===== config.mk =====
export PLATFORM = sky130hd
export DESIGN_NAME = led_strip_rx
export DESIGN_NICKNAME = d
export VERILOG_FILES = /design/src/rtl/led_strip_rx.sv
export SDC_FILE = /design/constraint.sdc
export NUM_CORES = 1
export LEC_CHECK = 0
export BUFFER_PORTS_ARGS = -buffer_cell sky130_fd_sc_hd__buf_4
export CORE_AREA = 5 5 92 115
export CTS_CLUSTER_DIAMETER = 50
export DETAILED_ROUTE_END_ITERATION = 16
export DIE_AREA = 0 0 97 120
export PLACE_DENSITY_LB_ADDON = 0.08
export SKIP_LAST_GASP = 1
export SYNTH_ARGS = -nofsm -noshare
export SYNTH_HDL_FRONTEND = slang
export SYNTH_SLANG_ARGS = --single-unit

===== constraint.sdc =====
create_clock -name clk -period 2.1 [get_ports clk]
set_input_delay 0.42 -clock clk [delete_from_list [all_inputs] [get_ports clk]]
set_output_delay 0.42 -clock clk [all_outputs]
set_load 0.02 [all_outputs]

===== src/rtl/led_strip_rx.sv =====
// led_strip_rx
//   Decodes a serial APA102-style LED-strip stream (led_clk / led_data) into
//   per-LED words. A frame starts with 32 zero bits, followed by NUM_LEDS
//   32-bit words (3'b111 header, 5-bit brightness, blue, green, red), MSB first.
//
// Ports
//   clk, reset        system clock, synchronous active-high reset
//   led_clk, led_data asynchronous serial strip inputs (bit taken on led_clk fall)
//   pix_valid         one-cycle pulse, word fields below are new
//   pix_index         LED position of the published word within the frame
//   pix_bright/blue/green/red  decoded word fields, held until next publish
//   frame_done        one-cycle pulse with the last word of a frame
//   frame_err         one-cycle pulse on bad header or inter-bit timeout
module led_strip_rx #(
   parameter int NUM_LEDS = 64,
   parameter int TIMEOUT  = 4095
) (
   input  logic       clk,
   input  logic       reset,
   input  logic       led_clk,
   input  logic       led_data,
   output logic       pix_valid,
   output logic [5:0] pix_index,
   output logic [4:0] pix_bright,
   output logic [7:0] pix_blue,
   output logic [7:0] pix_green,
   output logic [7:0] pix_red,
   output logic       frame_done,
   output logic       frame_err
);

   localparam logic [5:0]  LAST_IDX = 6'(NUM_LEDS - 1);
   localparam logic [12:0] TMO_VAL  = 13'(TIMEOUT);

   typedef enum logic [1:0] {HUNT, WAIT_HDR, WORD} state_t;

   state_t      state_q, state_d;

   logic        lclk_s1_q, lclk_s2_q, lclk_prev_q;
   logic        ldat_s1_q, ldat_s2_q;
   logic [5:0]  zcnt_q;
   logic [4:0]  bcnt_q;
   logic [30:0] shift_q;
   logic [5:0]  wcnt_q;
   logic [11:0] tcnt_q;

   logic        pix_valid_q, frame_done_q, frame_err_q;
   logic [5:0]  pix_index_q;
   logic [4:0]  pix_bright_q;
   logic [7:0]  pix_blue_q, pix_green_q, pix_red_q;

   logic        fall, bit_in;
   logic [31:0] word_full;

   // control strobes decoded from the FSM state
   logic        start_seen, last_bit, publish, hdr_err, last_word, tmo;

   assign fall      = lclk_prev_q & ~lclk_s2_q;
   assign bit_in    = ldat_s2_q;
   // the 32nd bit completes the word straight from the shifter
   assign word_full = {shift_q, bit_in};

   // state register
   always_ff @(posedge clk) begin
      if (reset) state_q <= HUNT;
      else       state_q <= state_d;
   end

   // next-state logic
   always_comb begin
      state_d = state_q;
      case (state_q)
         HUNT:     if (start_seen)                    state_d = WAIT_HDR;
         WAIT_HDR: if (tmo)                           state_d = HUNT;
                   else if (fall && bit_in)           state_d = WORD;
         WORD:     if (tmo || hdr_err || last_word)   state_d = HUNT;
         default:                                     state_d = HUNT;
      endcase
   end

   // FSM output decode
   always_comb begin
      start_seen = (state_q == HUNT) && fall && !bit_in && (zcnt_q == 6'd31);
      last_bit   = (state_q == WORD) && fall && (bcnt_q == 5'd31);
      publish    = last_bit && (word_full[31:29] == 3'b111);
      hdr_err    = last_bit && (word_full[31:29] != 3'b111);
      last_word  = publish && (wcnt_q == LAST_IDX);
      // timeout counts idle cycles since the last fall; widened to avoid wrap
      tmo        = (state_q != HUNT) && !fall && (({1'b0, tcnt_q} + 13'd1) == TMO_VAL);
   end

   // datapath
   always_ff @(posedge clk) begin
      if (reset) begin
         lclk_s1_q    <= 1'b0;
         lclk_s2_q    <= 1'b0;
         lclk_prev_q  <= 1'b0;
         ldat_s1_q    <= 1'b0;
         ldat_s2_q    <= 1'b0;
         zcnt_q       <= '0;
         bcnt_q       <= '0;
         shift_q      <= '0;
         wcnt_q       <= '0;
         tcnt_q       <= '0;
         pix_valid_q  <= 1'b0;
         frame_done_q <= 1'b0;
         frame_err_q  <= 1'b0;
         pix_index_q  <= '0;
         pix_bright_q <= '0;
         pix_blue_q   <= '0;
         pix_green_q  <= '0;
         pix_red_q    <= '0;
      end else begin
         lclk_s1_q    <= led_clk;
         lclk_s2_q    <= lclk_s1_q;
         lclk_prev_q  <= lclk_s2_q;
         ldat_s1_q    <= led_data;
         ldat_s2_q    <= ldat_s1_q;

         pix_valid_q  <= publish;
         frame_done_q <= last_word;
         frame_err_q  <= hdr_err | tmo;

         if (publish) begin
            pix_index_q  <= wcnt_q;
            pix_bright_q <= word_full[28:24];
            pix_blue_q   <= word_full[23:16];
            pix_green_q  <= word_full[15:8];
            pix_red_q    <= word_full[7:0];
         end

         if (hdr_err || tmo || last_word) wcnt_q <= '0;
         else if (publish)                wcnt_q <= wcnt_q + 6'd1;

         // run of consecutive zero bits, only meaningful while hunting
         if (state_q != HUNT || start_seen) zcnt_q <= '0;
         else if (fall)                     zcnt_q <= bit_in ? 6'd0 : zcnt_q + 6'd1;

         if (state_q == HUNT || fall) tcnt_q <= '0;
         else                         tcnt_q <= tcnt_q + 12'd1;

         // the shifter runs freely; only the last 31 bits matter at word end
         case (state_q)
            WAIT_HDR: if (fall && bit_in) begin
                         bcnt_q  <= 5'd1;
                         shift_q <= {shift_q[29:0], bit_in};
                      end
            WORD:     if (fall) begin
                         bcnt_q  <= bcnt_q + 5'd1;
                         shift_q <= {shift_q[29:0], bit_in};
                      end
            default:  bcnt_q <= '0;
         endcase
      end
   end

   assign pix_valid  = pix_valid_q;
   assign frame_done = frame_done_q;
   assign frame_err  = frame_err_q;
   assign pix_index  = pix_index_q;
   assign pix_bright = pix_bright_q;
   assign pix_blue   = pix_blue_q;
   assign pix_green  = pix_green_q;
   assign pix_red    = pix_red_q;

endmodule


==> results.ini, run 1 <==
[clocking]
clockBufferDepth = 2
cts_tree = done
clkLatencyLatePin_ns = 0.34
root_buffer = clkbuf_16
cts_buffers = 9
cts-htree-levels = 3
cts_num_sinks = 105
cts.hold.buffers_added = 0
clkTransAtPathRegs_ns = 0.06

[power_and_ir_drop]
combPwrFrac_pct = 4.9
power_switching_mw = 0.8108
switching_share_pct = 21.69
totalPowerFinal_mw = 3.738
p_per_area_nw_per_um2 = 764.6
pwr-share-clk_pct = 41.2
irDropWorstVdd_mv = 0.4064
seqPwrFrac_pct = 53.8
leakagePower_nw = 1.737
p_int_mw = 2.927

[sta]
tns_ns = 0
fmax_mhz = 509.0
setup_viol = 0
tightest_slew_ns = 0.4740
fin_hold_ws_ns = 0.2973
final.min_clock_period_ns = 1.965
slew-limit-headroom_pct = 68.40
hold_violations = 0
slew_violations = 0
period_share_pct = 93.55
finClkSkew_ns = 0.006311
rsz0062_at_grt = true
fin_ws_ns = 0.1354

[final_layout]
design_area_um2 = 4888
fin_util_pct = 51.68
n_antenna_cell = 0
fin_nets = 556
n_fill_cell = 940
final_cells = 672
area_delta_synth_final_pct = 19.01
layout-drive-gt1-share_pct = 14.47

[route]
dr_total_vias = 3390
ant_nets = 0
avgViaCountPerCell = 5.045
drc = 0
firstDrtPassIters = 4
drt_wl_total_um = 8486
avgRoutedWirePerCell_um = 12.63
initialDrtViolationCount = 103

[yosys]
synth_edf_count = 0
syn_area_um2 = 4108
seq_area_frac_synth_pct = 51.17
synth_area_leaders = dfxtp_1 51%, nand2_1 13%, a21oi_1 9.7%
synth.avg_cell_area_um2 = 8.150
yosysTopAreaCell = dfxtp_1
synth.distinct_cells = 40
synth_nets = 517
async_flop_share_pct = 0
synth_top_area_share_pct = 51.17
synth_cells = 504
synth_seq_cells = 105
yosysWarningCount = 0
synthFlopType = dfxtp_1

[placed_design]
placed_area_um2 = 4604
io_buffer_count = 41
gp_congestion = 0.8150
dp.cells = 657
post-place-ws_ns = 0.1051
place_hpwl_um = 5729

[global_routing]
grt_max_degree = 48
gr-usage-all-layers_pct = 14.86
antenna_found_initial = 0
grt_remaining_overflow = 0
grt_pass1_wl_um = 14410
grt_pass1_vias = 3167

[status]
status = finished, final reports clean

[setup_path]
crit_top_cell = ha_1
startpoint_type = flop
crit_required_ns = 2.38
slowest_stage = dfxtp_1
critical-path-max-stage-delay_ns = 0.36
cp_max_fo = 12
crit_chain = ha_1 -> and3_1 -> ha_1 -> nand4b_1 -> nor2_2 -> buf_4 -> nand4_1 -> xor2_1 -> nor2b_1
path_class = flop to flop
cp-end-kind = flop
rr_worst_depth = 9
arrival_ns = 2.24

[die]
die_y_um = 120
start_util_pct = 43.43
rows = 40
die_width_um = 97
die_area_um2 = 11640
ios = 42
coreArea_um2 = 9459

[job]
cap_violations = 0

[worst_hold_path]
hold_path_class = input pin to flop
worstHoldPathCells = 2

-- power groups by stage --
stage	registers (mW)	clock network, mW	logic [mW]
after global placement	2.06	0	0.180
after CTS	2.01	1.59	0.184
after global routing	2.01	1.66	0.202
after detailed placement	2.06	0	0.182
after floorplan	2.06	0	0.120
final	2.01	1.54	0.184
-- state kept, by name, indices dropped and copies added (netlist names) --
signal       cells
pix_red          8
state_q          2
ldat_s1_q        1
wcnt_q           6
pix_bright       5
bit_in           1
lclk_s1_q        1
pix_valid        1
tcnt_q          12
frame_err        1
pix_green        8
shift_q         31
zcnt_q           6
lclk_s2_q        1
frame_done       1
lclk_prev_q      1
pix_blue         8
bcnt_q           5
pix_index        6
-- placed cells by master (no fill, tap or decap), types with 2 or more instances in the layout --
cell type and instances:
ha_1 9, nand2b_1 3, clkbuf_16 9, buf_4 55
a41oi_1 2, nand3_1 7, nor4b_1 2, a21boi_1 2
xnor2_1 7, a31oi_1 2, nor2_1 27, nand2_1 144
mux2_2 2, or3_1 4, dfxtp_1 105, nor3_1 7
buf_12 2, clkinvlp_4 2, a21oi_1 80, nor2b_1 10
o21ai_0 10, nor4_1 3, and2_1 5, and3_1 4
inv_1 9, clkbuf_8 2, xor2_1 6, a22oi_1 3
a21o_1 2, nand4_1 5
-- cells by family after synthesis --
kind of cell / Yosys count / share of synthesized area [%]
compound gates: 106 / 14.19
xor+xnor: 13 / 2.772
fa+ha+maj: 9 / 2.741
mux: 2 / 0.5482
buf+inv: 38 / 3.472
flops: 105 / 51.17
simple gates: 231 / 25.10
-- Yosys cell counts (all sizes together) (6+ instances only) --
| cell type | number |
|---|---|
| dfxtp | 105 |
| nand3 | 8 |
| nand2 | 144 |
| clkbuf | 28 |
| ha | 9 |
| inv | 9 |
| nand4 | 6 |
| o21ai | 10 |
| nor2 | 28 |
| nor2b | 10 |
| xnor2 | 7 |
| nor3 | 7 |
| a21oi | 80 |
| xor2 | 6 |
-- routing by layer --
metal | track usage, % | routed length, µm | up-vias | share of wire, %
met5 | 0 | 0 | - | 0
met4 | 6.585 | 148 | 0 | 1.7
met3 | 2.384 | 288 | 10 | 3.4
met2 | 25.78 | 4198 | 40 | 49
met1 | 18.09 | 3850 | 1583 | 45
li1 | - | - | 1757 | -
-- repair_timing --
| action | 4_1_cts | 5_1_grt |
|---|---|---|
| gates resized for setup | 0 | 1 |
| endpoints found under the setup margin | 0 | 3 |
| setup buffers | 0 | 1 |
-- cell type report --
type	count	area (µm²)	share of cell area, %
timing repair buffer	57	452.9	9.265
clock inverter	2	15.01	0.3071
clock buffer	12	256.5	5.247
multi-input combinational	361	1871	38.26
tap	126	157.7	3.225
inverter	9	33.78	0.6911
sequential	105	2102	43.00
-- critical path: cells and delay by family, from the launching register on --
kind	cells	cell delay (ns)
fa+ha+maj	2	0.36
simple gates	5	0.80
flops	1	0.36
buf+inv	1	0.22
xor+xnor	1	0.16
-- final timing paths --
| check | startpoint | endpoint | slack [ns] |
|---|---|---|---|
| worst max-delay path | bcnt_q[1] | wcnt_q[4] | 0.14 |
| worst min register to register | lclk_s1_q | lclk_s2_q | 0.45 |
| worst max register to register | bcnt_q[1] | wcnt_q[4] | 0.14 |
| worst min-delay path | led_data | ldat_s1_q | 0.30 |
No activity file was read; power rests on OpenSTA's default activity.
==> run 2: changes to the inputs <==
Settings changed: CAP_MARGIN set to 10, CELL_PAD_IN_SITES_DETAIL_PLACEMENT set to 1, CELL_PAD_IN_SITES_GLOBAL_PLACEMENT set to 1, CORE_AREA 5 5 92 115 to 5 5 94 118, DIE_AREA 0 0 97 120 to 0 0 99 123.
==> results.ini, run 2 (synthesized netlist as in run 1, its figures left out) <==
[status]
status = finished, final reports clean

[die]
die_y_um = 123  ; +2.5%
start_util_pct = 41.49  ; -1.9 points
die_area_um2 = 12180  ; +4.6%
ios = 42  ; unchanged
die_width_um = 99  ; +2.1%
coreArea_um2 = 9901  ; +4.7%
rows = 41  ; +2.5%

[final_layout]
fin_nets = 555  ; -0.18%
design_area_um2 = 4975  ; +1.8%
largest_register_ffs = 31  ; unchanged
area_delta_synth_final_pct = 21.11
top_regs = shift_q: 31 flops, tcnt_q: 12 flops
regArea_um2 = 2107  ; +0.24%
n_fill_cell = 1200  ; +28%
regMostFlops = shift_q
multiInputGateArea_um2 = 1903  ; +1.7%
final_cells = 676  ; +0.60%
final_cell_mix = 144 x nand2_1, 103 x dfxtp_1, 79 x a21oi_1
layout_commonest_cell = nand2_1
layout-drive-gt1-share_pct = 15.54  ; +1.1 points
fin_util_pct = 50.25  ; -1.4 points
n_antenna_cell = 0  ; unchanged

[power_and_ir_drop]
leakagePower_nw = 1.749  ; +0.68%
power_switching_mw = 0.8487  ; +4.7%
p_int_mw = 3.107  ; +6.2%
switching_share_pct = 21.45  ; -0.24 points
seqPwrFrac_pct = 50.8  ; -3.0 points
totalPowerFinal_mw = 3.956  ; +5.8%
irDropWorstVdd_mv = 0.3754  ; -7.6%
combPwrFrac_pct = 4.6  ; -0.3 points
pwr-share-clk_pct = 44.6  ; +3.4 points
p_per_area_nw_per_um2 = 795.2  ; +4.0%

[setup_path]
r2r-start = bcnt_q[0]
crit_family = simple AND/OR/NAND/NOR gates
cp-end-kind = flop
cp_num_buf_inv = 1  ; unchanged
cp_max_fo = 4  ; -8
arrival_ns = 2.23  ; about the same
startpoint_type = flop
slowest_stage = dfxtp_4
path_class = flop to flop
critical-path-max-stage-delay_ns = 0.37  ; about the same
crit_chain = ha_4 -> and3_1 -> ha_2 -> nand4b_1 -> nor2_4 -> nand4_1 -> buf_4 -> xnor2_1 -> and2_1
startpoint = bcnt_q[0]
crit_required_ns = 2.34  ; -0.04 ns

[global_routing]
gr-usage-all-layers_pct = 16.30  ; +1.4 points
grt_max_degree = 73  ; +52%
grt_remaining_overflow = 0  ; unchanged
antenna_found_initial = 0  ; unchanged
met3_usage_pct = 3.160  ; +0.78 points
busiest_layer = met2
grt_pass1_vias = 3540  ; +12%
use_met2_pct = 29.92  ; +4.1 points
grt_pass1_wl_um = 16260  ; +13%
gr-usage-met1_pct = 18.71  ; +0.63 points

[sta]
tightest_slew_ns = 0.7540  ; +0.2801 ns
finClkSkew_ns = 0.005327  ; -0.0009842 ns
final.min_clock_period_ns = 1.989  ; +0.02463 ns
period_share_pct = 94.73  ; +1.2 points
slew_violations = 0  ; unchanged
fmax_mhz = 502.7  ; -1.2%
slew-limit-headroom_pct = 49.73  ; -19 points
fin_hold_ws_ns = 0.2928  ; -0.004565 ns
hold_violations = 0  ; unchanged
fin_ws_ns = 0.1108  ; -0.02463 ns
rsz0062_at_grt = true
tns_ns = 0  ; unchanged
setup_viol = 0  ; unchanged

[clocking]
cts.hold.buffers_added = 0  ; unchanged
clkLatencyLatePin_ns = 0.34  ; about the same
clockBufferDepth = 2  ; unchanged
clkTransAtPathRegs_ns = 0.07  ; about the same
cts_tree = done
cts_buffers = 9  ; unchanged
cts-htree-levels = 3  ; unchanged
cts_num_sinks = 105  ; unchanged
root_buffer = clkbuf_16

[job]
cap_violations = 0  ; unchanged

[route]
drt_wl_total_um = 9367  ; +10%
dr_total_vias = 3471  ; +2.4%
avgRoutedWirePerCell_um = 13.86  ; +9.7%
firstDrtPassIters = 4  ; unchanged
initialDrtViolationCount = 123  ; +19%
drc = 0  ; unchanged
ant_nets = 0  ; unchanged
avgViaCountPerCell = 5.135  ; +1.8%

[placed_design]
io_buffer_count = 41  ; unchanged
post-place-ws_ns = 0.1001  ; -0.004995 ns
gp_congestion = 0.7589  ; -6.9%
placed_area_um2 = 4613  ; +0.19%
dp.cells = 659  ; +0.30%
place_hpwl_um = 6424  ; +12%

[worst_hold_path]
hp-start = led_clk
hold_path_class = input pin to flop

## run 2: worst paths after layout
path               end  slack, ns  cells after the start
max          wcnt_q[3]       0.11                      9
min          lclk_s1_q       0.29                      2
max reg2reg  wcnt_q[3]       0.11                      9
min reg2reg     bit_in       0.44                      1
## run 2: area by class of cell
class                   count  share of cell area (%)
clock buffers              10                   4.603
well taps                 129                   3.244
inverters                   9                  0.6791
repair buffers             56                   9.205
multi-input cells         361                   38.25
clock inverters             6                   1.660
flip-flops and latches    105                   42.35
## run 2: worst register-to-register path: stages, from the launching register on
cell and delay [ns]:
dfxtp_4 0.37, ha_4 0.13, and3_1 0.16, ha_2 0.17
nand4b_1 0.23, nor2_4 0.24, nand4_1 0.15, buf_4 0.17
xnor2_1 0.12, and2_1 0.15
## run 2: power by group through the flow
| stage | sequential (mW) | clock (mW) | combinational (mW) |
|---|---|---|---|
| after global routing | 2.01 | 1.89 | 0.206 |
| after detailed placement | 2.06 | 0 | 0.183 |
| after global placement | 2.06 | 0 | 0.178 |
| after CTS | 2.01 | 1.82 | 0.183 |
| final | 2.01 | 1.76 | 0.182 |
| after floorplan | 2.06 | 0 | 0.120 |
## run 2: what timing repair did
action	in CTS	in global routing
setup endpoints to repair	0	42
resized for setup	0	11
setup buffers	0	2
## run 2: per-layer routing
metal	vias to the layer above	routed length (µm)
met1	1669	4020
met3	14	306
met5	-	0
met2	36	4917
met4	0	123
li1	1752	-
